`config.mk`:
```
export PLATFORM = sky130hd
export DESIGN_NAME = fifo_flagged
export DESIGN_NICKNAME = d
export VERILOG_FILES = /design/src/rtl/fifo_flagged.sv
export SDC_FILE = /design/constraint.sdc
export NUM_CORES = 1
export LEC_CHECK = 0
export BUFFER_PORTS_ARGS = -buffer_cell sky130_fd_sc_hd__buf_2
export CELL_PAD_IN_SITES_DETAIL_PLACEMENT = 0
export CELL_PAD_IN_SITES_GLOBAL_PLACEMENT = 1
export CORE_UTILIZATION = 40
export DETAILED_ROUTE_END_ITERATION = 10
export HOLD_SLACK_MARGIN = 0.1
export PLACE_DENSITY = 0.65
export SLEW_MARGIN = 20
export SYNTH_ARGS = -nofsm -noshare
export SYNTH_HDL_FRONTEND = slang
export SYNTH_SLANG_ARGS = --single-unit
export TNS_END_PERCENT = 1
```
`constraint.sdc`:
```
create_clock -name clk -period 3.2 [get_ports clk]
set_input_delay 0.48 -clock clk [delete_from_list [all_inputs] [get_ports clk]]
set_output_delay 0.48 -clock clk [all_outputs]
set_load 0.01 [all_outputs]
```
`src/rtl/fifo_flagged.sv`:
```
// Single-clock show-ahead FIFO with occupancy count, almost-full/almost-empty flags,
// flush and write-through at full. Define FIFO_FLAGGED_ERR_EN for sticky overflow/underflow outputs.
module fifo_flagged #(
  parameter int DATA_WIDTH = 8,
  parameter int ADDR_WIDTH = 4,
  parameter int AF_MARGIN  = 1,
  parameter int AE_MARGIN  = 1
) (
  input  logic                  clk,
  input  logic                  reset,
  input  logic                  clr,
  input  logic                  wr,
  input  logic [DATA_WIDTH-1:0] w_data,
  input  logic                  rd,
  output logic [DATA_WIDTH-1:0] r_data,
  output logic                  empty,
  output logic                  full,
  output logic                  almost_empty,
  output logic                  almost_full,
  output logic [ADDR_WIDTH:0]   count
`ifdef FIFO_FLAGGED_ERR_EN
  ,
  output logic                  overflow,
  output logic                  underflow
`endif
);

  localparam int DEPTH = 1 << ADDR_WIDTH;

  localparam logic [ADDR_WIDTH:0] FULL_LVL =
    (ADDR_WIDTH+1)'(DEPTH);
  localparam logic [ADDR_WIDTH:0] AF_LVL =
    (ADDR_WIDTH+1)'(DEPTH - AF_MARGIN);
  localparam logic [ADDR_WIDTH:0] AE_LVL =
    (ADDR_WIDTH+1)'(AE_MARGIN);

  logic [DATA_WIDTH-1:0] mem [DEPTH];
  logic [ADDR_WIDTH-1:0] w_ptr;
  logic [ADDR_WIDTH-1:0] r_ptr;
  logic                  wr_acc;
  logic                  rd_acc;
  logic                  hold;

  // flush or reset swallows any access presented in the same cycle
  assign hold   = reset | clr;
  assign wr_acc = wr & (~full | rd) & ~hold;
  assign rd_acc = rd & ~empty & ~hold;

  assign empty        = (count == '0);
  assign full         = (count == FULL_LVL);
  assign almost_empty = (count <= AE_LVL);
  assign almost_full  = (count >= AF_LVL);

  assign r_data = mem[r_ptr];

  always_ff @(posedge clk) begin
    if (wr_acc) begin
      mem[w_ptr] <= w_data;
    end
  end

  always_ff @(posedge clk) begin
    if (hold) begin
      w_ptr <= '0;
      r_ptr <= '0;
    end else begin
      if (wr_acc) begin
        w_ptr <= w_ptr + 1'b1;
      end
      if (rd_acc) begin
        r_ptr <= r_ptr + 1'b1;
      end
    end
  end

  always_ff @(posedge clk) begin
    if (hold) begin
      count <= '0;
    end else begin
      unique case ({wr_acc, rd_acc})
        2'b10:   count <= count + 1'b1;
        2'b01:   count <= count - 1'b1;
        default: count <= count;
      endcase
    end
  end

`ifdef FIFO_FLAGGED_ERR_EN
  always_ff @(posedge clk) begin
    if (hold) begin
      overflow  <= 1'b0;
      underflow <= 1'b0;
    end else begin
      if (wr & full & ~rd) begin
        overflow <= 1'b1;
      end
      if (rd & empty) begin
        underflow <= 1'b1;
      end
    end
  end
`endif

endmodule

```
==> results.json, run 1 <==
{
  "drt-wirelength-per-cell_um": 20.0,
  "htreeDepth": 4,
  "grt.met1_usage_pct": 22.5,
  "reg2reg_depth": 10,
  "min_path_cells": 3,
  "worst_pin_slew_ns": 0.780,
  "post-route-period-util_pct": 83.0,
  "synth_common_cells": "128 x edfxtp_1, 29 x nor2_1, 18 x mux4_1",
  "yosysSeqAreaShare_pct": 70.8,
  "tritoncts": "done",
  "gr-total-overflow": 0,
  "vias": 2950,
  "slowest_delay_ns": 0.66,
  "wl_um": 11300,
  "drive_above_1_share_pct": 23.4,
  "numCtsBuffers": 17,
  "grt_max_degree": 33,
  "p_int_uw": 3310,
  "status": "finished clean",
  "dpl.hpwl_um": 7220,
  "clock-root-buffer": "clkbuf_16",
  "synth_async_sr_flop_share_pct": 0,
  "die_h_um": 124,
  "power.switching_uw": 780,
  "antenna_found_initial": 0,
  "grt_use_met3_pct": 4.52,
  "cp.arrival_ns": 2.18,
  "n_antenna_cell": 0,
  "synthAdderAreaFrac_pct": 2.33,
  "hold_viol_final": 0,
  "fin_util_pct": 47.3,
  "use_met2_pct": 24.8,
  "fp.coreArea_um2": 14500,
  "synth_top_area_share_pct": 65.1,
  "start_kind": "flop",
  "p_leak_uw": 0.00230,
  "min-delay-start": "rd",
  "path_class": "reg -> out",
  "viasPerCell": 5.23,
  "grt_pass1_wl_um": 17200,
  "powerDensity_nw_per_um2": 597,
  "synth_top_family_by_area": "multiplexers",
  "cp-end-kind": "output port",
  "path_cells": "buf_12 > mux4_1 > a22oi_1 > nand2_1 > buf_2",
  "ys_types": 41,
  "ir_drop_v": 0.000316,
  "area_growth_pct": 16.0,
  "drt_pass1_iterations": 5,
  "synth_compound_area_share_pct": 3.30,
  "grt_pass1_vias": 2908,
  "timing.reg2reg.setup_slack_ns": 0.67,
  "syn_area_per_cell_um2": 18.3,
  "drt_iter0_drc": 287,
  "io_buffers": 29,
  "synthMostInstantiatedCell": "edfxtp_1",
  "seq_power_share_pct": 50.6,
  "die_area_um2": 15300,
  "slew_headroom_pct": 47.8,
  "r2r-start": "count[1]$_SDFFE_PP0P_",
  "drc": 0,
  "reg2reg_to": "count[3]$_SDFFE_PP0P_",
  "fmax_mhz": 377,
  "fin_nets": 391,
  "io_pins": 30,
  "antenna_left": 0,
  "combPwrFrac_pct": 2.2,
  "synth_area_leaders": "edfxtp_1 65%, mux4_1 8.0%, dfxtp_1 5.8%",
  "cts-resized-gates": 0,
  "cap_viol_max_count": 0,
  "final.min_clock_period_ns": 2.66,
  "clockPowerShare_pct": 47.2,
  "post_cts_buffers": 0,
  "start_util_pct": 40.8,
  "synthXorXnorAreaFrac_pct": 1.33,
  "yosys_warnings": 0,
  "gp_congestion": 0.763,
  "synth_area_um2": 5910,
  "whs_endpoint": "r_ptr[1]$_SDFFE_PP0P_",
  "crit_family": "multiplexers",
  "crit_fanout": 32,
  "hold_class": "in -> reg",
  "synth_simple_gate_area_share_pct": 5.91,
  "die_w_um": 124,
  "crit_buf_inv": 2,
  "tns_ns": 0,
  "cts.sinks": 145,
  "setup_viol": 0,
  "power.total_uw": 4090,
  "num_rows": 44,
  "synth_flop_cell": "edfxtp_1",
  "ys_ff_latch": 145,
  "synth_mux_area_share_pct": 13.7,
  "finClkSkew_ns": 0.00377,
  "rsz0062_at_grt": "no",
  "cts_buffer_depth": 2,
  "drv_slew": 0,
  "hold_buffers": 0,
  "synthCells": 323,
  "synth_area_leader_cell": "edfxtp_1",
  "worst-endpoint-required_ns": 2.72,
  "synth_edf_count": 128,
  "sw_frac_of_total_pct": 19.1,
  "grt_busiest_layer": "met2",
  "cpMaxStageDelayCell": "mux4_1",
  "synth_nets": 347,
  "clk_pin_slew_ns": 0.06,
  "insertion_delay_ns": 0.41,
  "grt_usage_pct": 16.4
}
-- power by group through the flow --
stage,Sequential (uW),Combinational (uW),Clock (uW)
2_1_floorplan,2110,41.8,0
3_3_place_gp,2110,89.2,0
3_5_place_dp,2110,91.8,0
4_1_cts,2070,92.1,1960
5_1_grt,2070,99.2,2040
6_report,2070,89.7,1930
-- placed cells by master (no fill, tap or decap), drive strengths merged, types with 3 or more instances in the layout --
cell,n
buf,43
edfxtp,128
clkinv,7
ha,11
dfxtp,17
mux4,32
bufinv,3
clkbuf,20
and3,3
xor2,7
a21oi,4
nor3,5
a22oi,16
inv,7
nor2,29
nand3,7
nand2,13
-- worst register-to-register path, stage by stage, from the launching register on --
cell       delay (ns)
dfxtp_1          0.36
inv_1            0.14
ha_1             0.19
nand4bb_1        0.18
o21a_1           0.31
nand2_1          0.11
ha_1             0.31
or4b_1           0.46
a21oi_1          0.18
xnor2_1          0.14
nor2_1           0.05
-- per-stage QoR --
stage / cells / setup slack (ns) / hold slack (ns) / area (um^2)
finish: 564 / 0.544 / 0.434 / 6850
detailed placement: 532 / 0.656 / 0.501 / 6270
global placement: 532 / 0.704 / 0.498 / 6270
CTS: 564 / 0.499 / 0.421 / 6850
floorplan: 323 / 0.843 / 0.463 / 5910
global route: 564 / 0.406 / 0.457 / 6850
-- logic make-up (layout without fill, tap and decap cells) --
family          count (synthesis)  in the layout
compound gates                 28             28
xor+xnor                        9              9
fa+ha+maj                      11             11
buf+inv                        25             82
flops                         145            145
mux                            34             34
simple gates                   71             71
-- worst max path at each step --
stage	from	to	depth (start not counted)
2_1_floorplan	clr	count[3]$_SDFFE_PP0P_	10
3_3_place_gp	count[1]$_SDFFE_PP0P_	count[3]$_SDFFE_PP0P_	10
3_5_place_dp	count[0]$_SDFFE_PP0P_	mem[11][2]$_DFFE_PP_	6
4_1_cts	flop	r_data[2]	5
5_1_grt	flop	r_data[1]	5
6_report	flop	r_data[1]	5
-- layer usage --
| metal | vias up | part of all wire, % |
|---|---|---|
| met5 | - | 0 |
| met4 | 0 | 1.4 |
| met3 | 12 | 3.5 |
| met2 | 60 | 47 |
| met1 | 1499 | 48 |
| li1 | 1379 | - |
-- flip-flops by register name, indices dropped and copies added, names as in the netlist, named ones only --
name / count
count: 5
mem: 128
r_ptr: 4
w_ptr: 4
-- layout make-up --
type	instances	area, um^2
timing repair buffer	43	263
inverter	7	26.3
clock inverter	12	141
multi-input combinational	153	1570
fill	1217	7630
sequential	145	4190
clock buffer	20	437
tap	184	230
Power figures use the tool's default switching activity.
==> run 2: changes to the inputs <==
- clock period: 3.2 -> 2.5 ns (I/O delays scaled with it)
==> run 2 against run 1 <==
  * First-iteration DRC count decreased by 8.4%
  * Design area increased by 3.0%
  * Combinational power increased by 38%
  * Count of clock-buffer cells in the layout decreased by 1
  * Non-clock buffer count increased by 17
  * Flip-flop and latch count unchanged
  * Critical path depth unchanged
  * Setup slack got worse by 0.51 ns
  * Final cell count increased by 3.0%
==> results.json, run 2 (synthesis gave the netlist of run 1 again) <==
{
  "finalWorstSetupSlack_ns": 0.0354,
  "place_area_um2": 6400,
  "rsz0062_at_grt": "yes",
  "ir_drop_v": 0.000436,
  "fp.coreArea_um2": 14500,
  "min-delay-start": "rd",
  "reg2reg_depth": 10,
  "io_buffers": 29,
  "hold_class": "in -> reg",
  "multi_input_area_um2": 1600,
  "top_layer": "met4",
  "final.min_clock_period_ns": 2.46,
  "crit_fanout": 8,
  "final_common_cell": "edfxtp_1",
  "top_register": "mem",
  "largestRegisters": "mem x128, count x5",
  "post-route-period-util_pct": 98.6,
  "cts.sinks": 145,
  "clock-root-buffer": "clkbuf_16",
  "cp-end-kind": "output port",
  "grt_max_degree": 33,
  "regArea_um2": 4190,
  "clk_pin_slew_ns": 0.06,
  "min_path_cells": 3,
  "viasPerCell": 5.15,
  "drt_pass1_iterations": 4,
  "tns_ns": 0,
  "insertion_delay_ns": 0.42,
  "wl_um": 11800,
  "finClkSkew_ns": 0.00883,
  "mostFrequentLayoutCells": "128 x edfxtp_1, 29 x nor2_1, 29 x buf_2, 27 x buf_4, 18 x clkbuf_16",
  "status": "finished clean",
  "stdcell_area_um2": 7060,
  "die_area_um2": 15300,
  "wl_met2_um": 5650,
  "drc": 0,
  "antenna_found_initial": 0,
  "gr-total-overflow": 0,
  "cap_viol_max_count": 0,
  "io_pins": 30,
  "post_cts_buffers": 0,
  "n_antenna_cell": 0,
  "dpl.cell_count": 547,
  "start_util_pct": 40.8,
  "dpl.hpwl_um": 7420,
  "area_growth_pct": 19.5,
  "cts_buffer_depth": 2,
  "place_ws_ns": 0.180,
  "slew_headroom_pct": 69.9,
  "whs_endpoint": "r_ptr[1]$_SDFFE_PP0P_",
  "drv_slew": 0,
  "die_w_um": 124,
  "setup_viol": 0,
  "grt_usage_pct": 16.8,
  "fmax_mhz": 406,
  "num_rows": 44,
  "grt_pass1_wl_um": 17300,
  "p_leak_uw": 0.00240,
  "hold_viol_final": 0,
  "worst-endpoint-required_ns": 2.12,
  "path_class": "reg -> out",
  "r2r-start": "count[1]$_SDFFE_PP0P_",
  "largest_reg_flops": 128,
  "fin_nets": 408,
  "timing.reg2reg.setup_slack_ns": 0.18,
  "start_kind": "flop",
  "fin_cells": 581,
  "cp.arrival_ns": 2.09,
  "hold_buffers": 0,
  "tritoncts": "done",
  "drive_above_1_share_pct": 29.2,
  "fillers": 1204,
  "powerDensity_nw_per_um2": 741,
  "whs_ns": 0.318,
  "route.met3.wl_um": 538,
  "numCtsBuffers": 17,
  "worst_pin_slew_ns": 0.452,
  "drt-wirelength-per-cell_um": 20.3,
  "die_h_um": 124,
  "drt_iter0_drc": 263,
  "grt_pass1_vias": 3045,
  "gp_congestion": 0.776,
  "reg2reg_to": "count[3]$_SDFFE_PP0P_",
  "vias": 2990,
  "met1Wirelength_um": 5480,
  "antenna_left": 0,
  "htreeDepth": 4
}
-- run 2: cell types whose count changed in the layout (fill, tap and decap cells not counted), moves of 2 or more --
cell / before / now
a22oi_1: 16 / 9
a22oi_2: 0 / 7
buf_4: 13 / 27
mux4_1: 18 / 16
mux4_2: 14 / 16
-- run 2: area by class of cell --
class                      instances  share of cell area [%]
sequential                       145                    59.3
multi-input combinational        153                    22.6
timing repair buffer              60                    6.24
tap                              184                    3.26
inverter                           7                   0.372
clock inverter                    13                    2.04
clock buffer                      19                    6.13
-- run 2: what timing repair did --
action / 4_1_cts / 5_1_grt
endpoints found under the setup margin: 7 / 8
resized for setup: 0 / 12
pin swaps: 0 / 4
cloned: 1 / 1
-- run 2: report_power, final --
part,leakage [uW],internal (uW),switching [uW]
sequential,0.00129,2640,4.19
combinational,0.000834,47.8,76.1
clock,0.000275,1550,918
total,0.00240,4230,998
-- run 2: worst max-delay path by stage --
stage / slack (ns) / from / cells after the start / end
3_3_place_gp: 0.24 / count[1]$_SDFFE_PP0P_ / 10 / count[3]$_SDFFE_PP0P_
4_1_cts: -0.09 / flop / 5 / r_data[5]
3_5_place_dp: 0.18 / count[1]$_SDFFE_PP0P_ / 10 / count[3]$_SDFFE_PP0P_
5_1_grt: -0.03 / flop / 5 / r_data[2]
2_1_floorplan: 0.14 / count[0]$_SDFFE_PP0P_ / 12 / count[3]$_SDFFE_PP0P_
6_report: 0.04 / flop / 5 / r_data[4]
-- run 2: routing by layer --
| metal | global-route usage, % | vias up |
|---|---|---|
| li1 | - | 1412 |
| met1 | 21.6 | 1487 |
| met2 | 26.5 | 77 |
| met5 | 0 | - |
| met4 | 7.45 | 0 |
| met3 | 4.98 | 14 |
-- run 2: through the flow --
stage / total power, uW / utilization, %
finish: 5230 / 48.8
global route: 5400 / 48.8
CTS: 5280 / 48.4
detailed placement: 2820 / 44.2
global placement: 2810 / 44.2
floorplan: 2750 / -
-- run 2: critical path, stage by stage, from the launching register on --
cell and delay (ns):
dfxtp_4 0.42, clkbuf_16 0.20, mux4_1 0.60, a22oi_2 0.22, nand2_1 0.08, buf_2 0.14
==> run 3: changes to the inputs <==
- ABC_AREA: unset -> 1
- PLACE_DENSITY: 0.65 -> 0.7
==> run 3 against run 2 <==
  * Clock skew decreased by 0.0027 ns
  * Sequential power about the same
  * Final cell count rose by 63%
  * Die area is 11% higher
  * Critical path depth increased by 3
  * Critical path type unchanged
  * Flip-flop and latch count unchanged
  * Critical endpoint unchanged
  * Hold slack worse by 0.037 ns
==> results.json, run 3 <==
{
  "status": "finished clean",
  "io_pins": 30,
  "die_area_um2": 17000,
  "stdcell_area_um2": 7590,
  "synthCells": 674,
  "synth_edf_count": 128,
  "timing.reg2reg.setup_slack_ns": 0.26,
  "finClkSkew_ns": 0.00614,
  "die_w_um": 130,
  "drt-wirelength-per-cell_um": 15.2,
  "powerDensity_nw_per_um2": 707,
  "synthMostInstantiatedCell": "nand2_1",
  "worst_pin_slew_ns": 0.634,
  "combPwrFrac_pct": 3.3,
  "viasPerCell": 4.68,
  "power.switching_uw": 1100,
  "cts.sinks": 145,
  "num_rows": 46,
  "largest_reg_flops": 128,
  "grt_pass1_vias": 4368,
  "grt_pass1_wl_um": 22800,
  "grt.met1_usage_pct": 23.0,
  "ys_ff_latch": 145,
  "syn_area_per_cell_um2": 9.76,
  "final.min_clock_period_ns": 2.35,
  "clock-root-buffer": "clkbuf_16",
  "area_growth_pct": 15.4,
  "slew_headroom_pct": 57.7,
  "use_met2_pct": 32.1,
  "cp.arrival_ns": 1.98,
  "hold_class": "in -> reg",
  "drc": 0,
  "mostFrequentLayoutCells": "187 x nand2_1, 128 x edfxtp_1, 126 x inv_1, 103 x nand3_1, 37 x nor2_1",
  "hold_buffers": 0,
  "synth_flop_cell": "edfxtp_1",
  "numCtsBuffers": 17,
  "p_int_uw": 4260,
  "n_antenna_cell": 0,
  "grt_max_degree": 65,
  "cp-end-kind": "output port",
  "drive_above_1_share_pct": 12.3,
  "vias": 4430,
  "tns_ns": 0,
  "final_common_cell": "nand2_1",
  "dpl.hpwl_um": 8890,
  "sw_frac_of_total_pct": 20.5,
  "top_register": "mem",
  "place_ws_ns": 0.293,
  "synth_nets": 698,
  "gp_congestion": 0.816,
  "post-route-period-util_pct": 94.1,
  "min_path_cells": 4,
  "io_buffers": 29,
  "rsz0062_at_grt": "no",
  "largestRegisters": "mem x128, count x5",
  "synth_top_area_share_pct": 58.4,
  "clk_pin_slew_ns": 0.06,
  "finalWorstSetupSlack_ns": 0.148,
  "cts_buffer_depth": 2,
  "whs_ns": 0.281,
  "cap_viol_max_count": 0,
  "crit_fanout": 64,
  "yosysSeqAreaShare_pct": 63.6,
  "place_area_um2": 6990,
  "die_h_um": 130,
  "ys_types": 27,
  "worst-endpoint-required_ns": 2.12,
  "synth_async_sr_flop_share_pct": 0,
  "start_util_pct": 41.1,
  "antenna_left": 0,
  "grt_busiest_layer": "met2",
  "synth_common_cells": "187 x nand2_1, 128 x edfxtp_1, 126 x inv_1",
  "setup_viol": 0,
  "synth_area_leader_cell": "edfxtp_1",
  "fmax_mhz": 425,
  "seq_power_share_pct": 49.4,
  "drt_iter0_drc": 253,
  "synth_area_um2": 6580,
  "fp.coreArea_um2": 16000,
  "drt_pass1_iterations": 4,
  "drv_slew": 0,
  "path_class": "reg -> out",
  "synth_area_leaders": "edfxtp_1 58%, nand2_1 11%, nand3_1 7.8%",
  "tritoncts": "done",
  "hold_viol_final": 0,
  "yosys_warnings": 0,
  "htreeDepth": 4,
  "start_kind": "flop",
  "gr-total-overflow": 0,
  "wl_um": 14400,
  "antenna_found_initial": 0,
  "ir_drop_v": 0.000499,
  "clockPowerShare_pct": 47.4,
  "grt_usage_pct": 18.7,
  "reg2reg_depth": 13,
  "insertion_delay_ns": 0.42,
  "fin_nets": 741,
  "p_leak_uw": 0.00327,
  "grt_use_met3_pct": 4.10
}
## run 3: cell types whose count changed after synthesis, moves of 4 or more
cell | before | now
a22oi_1 | 16 | 0
buf_2 | 4 | 13
buf_6 | 4 | 8
inv_1 | 7 | 126
mux4_1 | 18 | 0
mux4_2 | 14 | 0
nand2_1 | 12 | 187
nand3_1 | 7 | 103
nor2_1 | 29 | 37
o21ai_0 | 1 | 7
xor2_1 | 7 | 2
## run 3: worst paths after layout
path | start | endpoint
min reg2reg | r_ptr[3]$_SDFFE_PP0P_ | flop
max reg2reg | count[0]$_SDFFE_PP0P_ | count[4]$_SDFFE_PP0P_
max | flop | r_data[4]
min | wr | w_ptr[3]$_SDFFE_PP0P_
## run 3: critical path, cell delays in order (launching register included)
cell and delay [ns]:
dfxtp_2 0.52, inv_2 0.09, buf_12 0.20, nand2_1 0.10
nand3_1 0.06, nand3_1 0.14, nand3_1 0.12, nand2_1 0.14
buf_2 0.15
## run 3: power groups by stage
stage                     clock network, uW  registers [uW]  logic, uW
after global routing                   2690            2650        196
after CTS                              2590            2650        177
after global placement                    0            2700        173
final                                  2540            2650        174
after detailed placement                  0            2700        176
after floorplan                           0            2700       98.3
## run 3: final cells by class
class | count | area, um^2
fill | 1519 | 8410
sequential | 145 | 4190
multi-input combinational | 374 | 1730
inverter | 130 | 493
clock buffer | 19 | 433
timing repair buffer | 49 | 320
tap | 216 | 270
clock inverter | 13 | 161
## run 3: timing repair
item                       4_1_cts  5_1_grt
setup endpoints to repair        0        2
buffers inserted                 0        0
resized for setup                0        2
## run 3: cells by family after synthesis
group	count (synthesis)	share of synthesized area, %
xor+xnor	2	0.266
simple gates	343	22.5
fa+ha+maj	11	2.09
buf+inv	155	10.2
flops	145	63.6
compound gates	18	1.44
## run 3: routing by layer
layer	share of wire, %	vias to the layer above
met2	50	88
met5	0	-
met1	45	2088
met3	4.7	9
li1	-	2245
met4	0.96	0
## run 3: metrics by stage
| step | util (%) | instances | power [uW] |
|---|---|---|---|
| after global placement | 43.7 | 914 | 2870 |
| final | 47.4 | 946 | 5360 |
| after floorplan | - | 674 | 2800 |
| after global routing | 47.4 | 946 | 5530 |
| after detailed placement | 43.7 | 914 | 2880 |
| after CTS | 47.4 | 946 | 5420 |
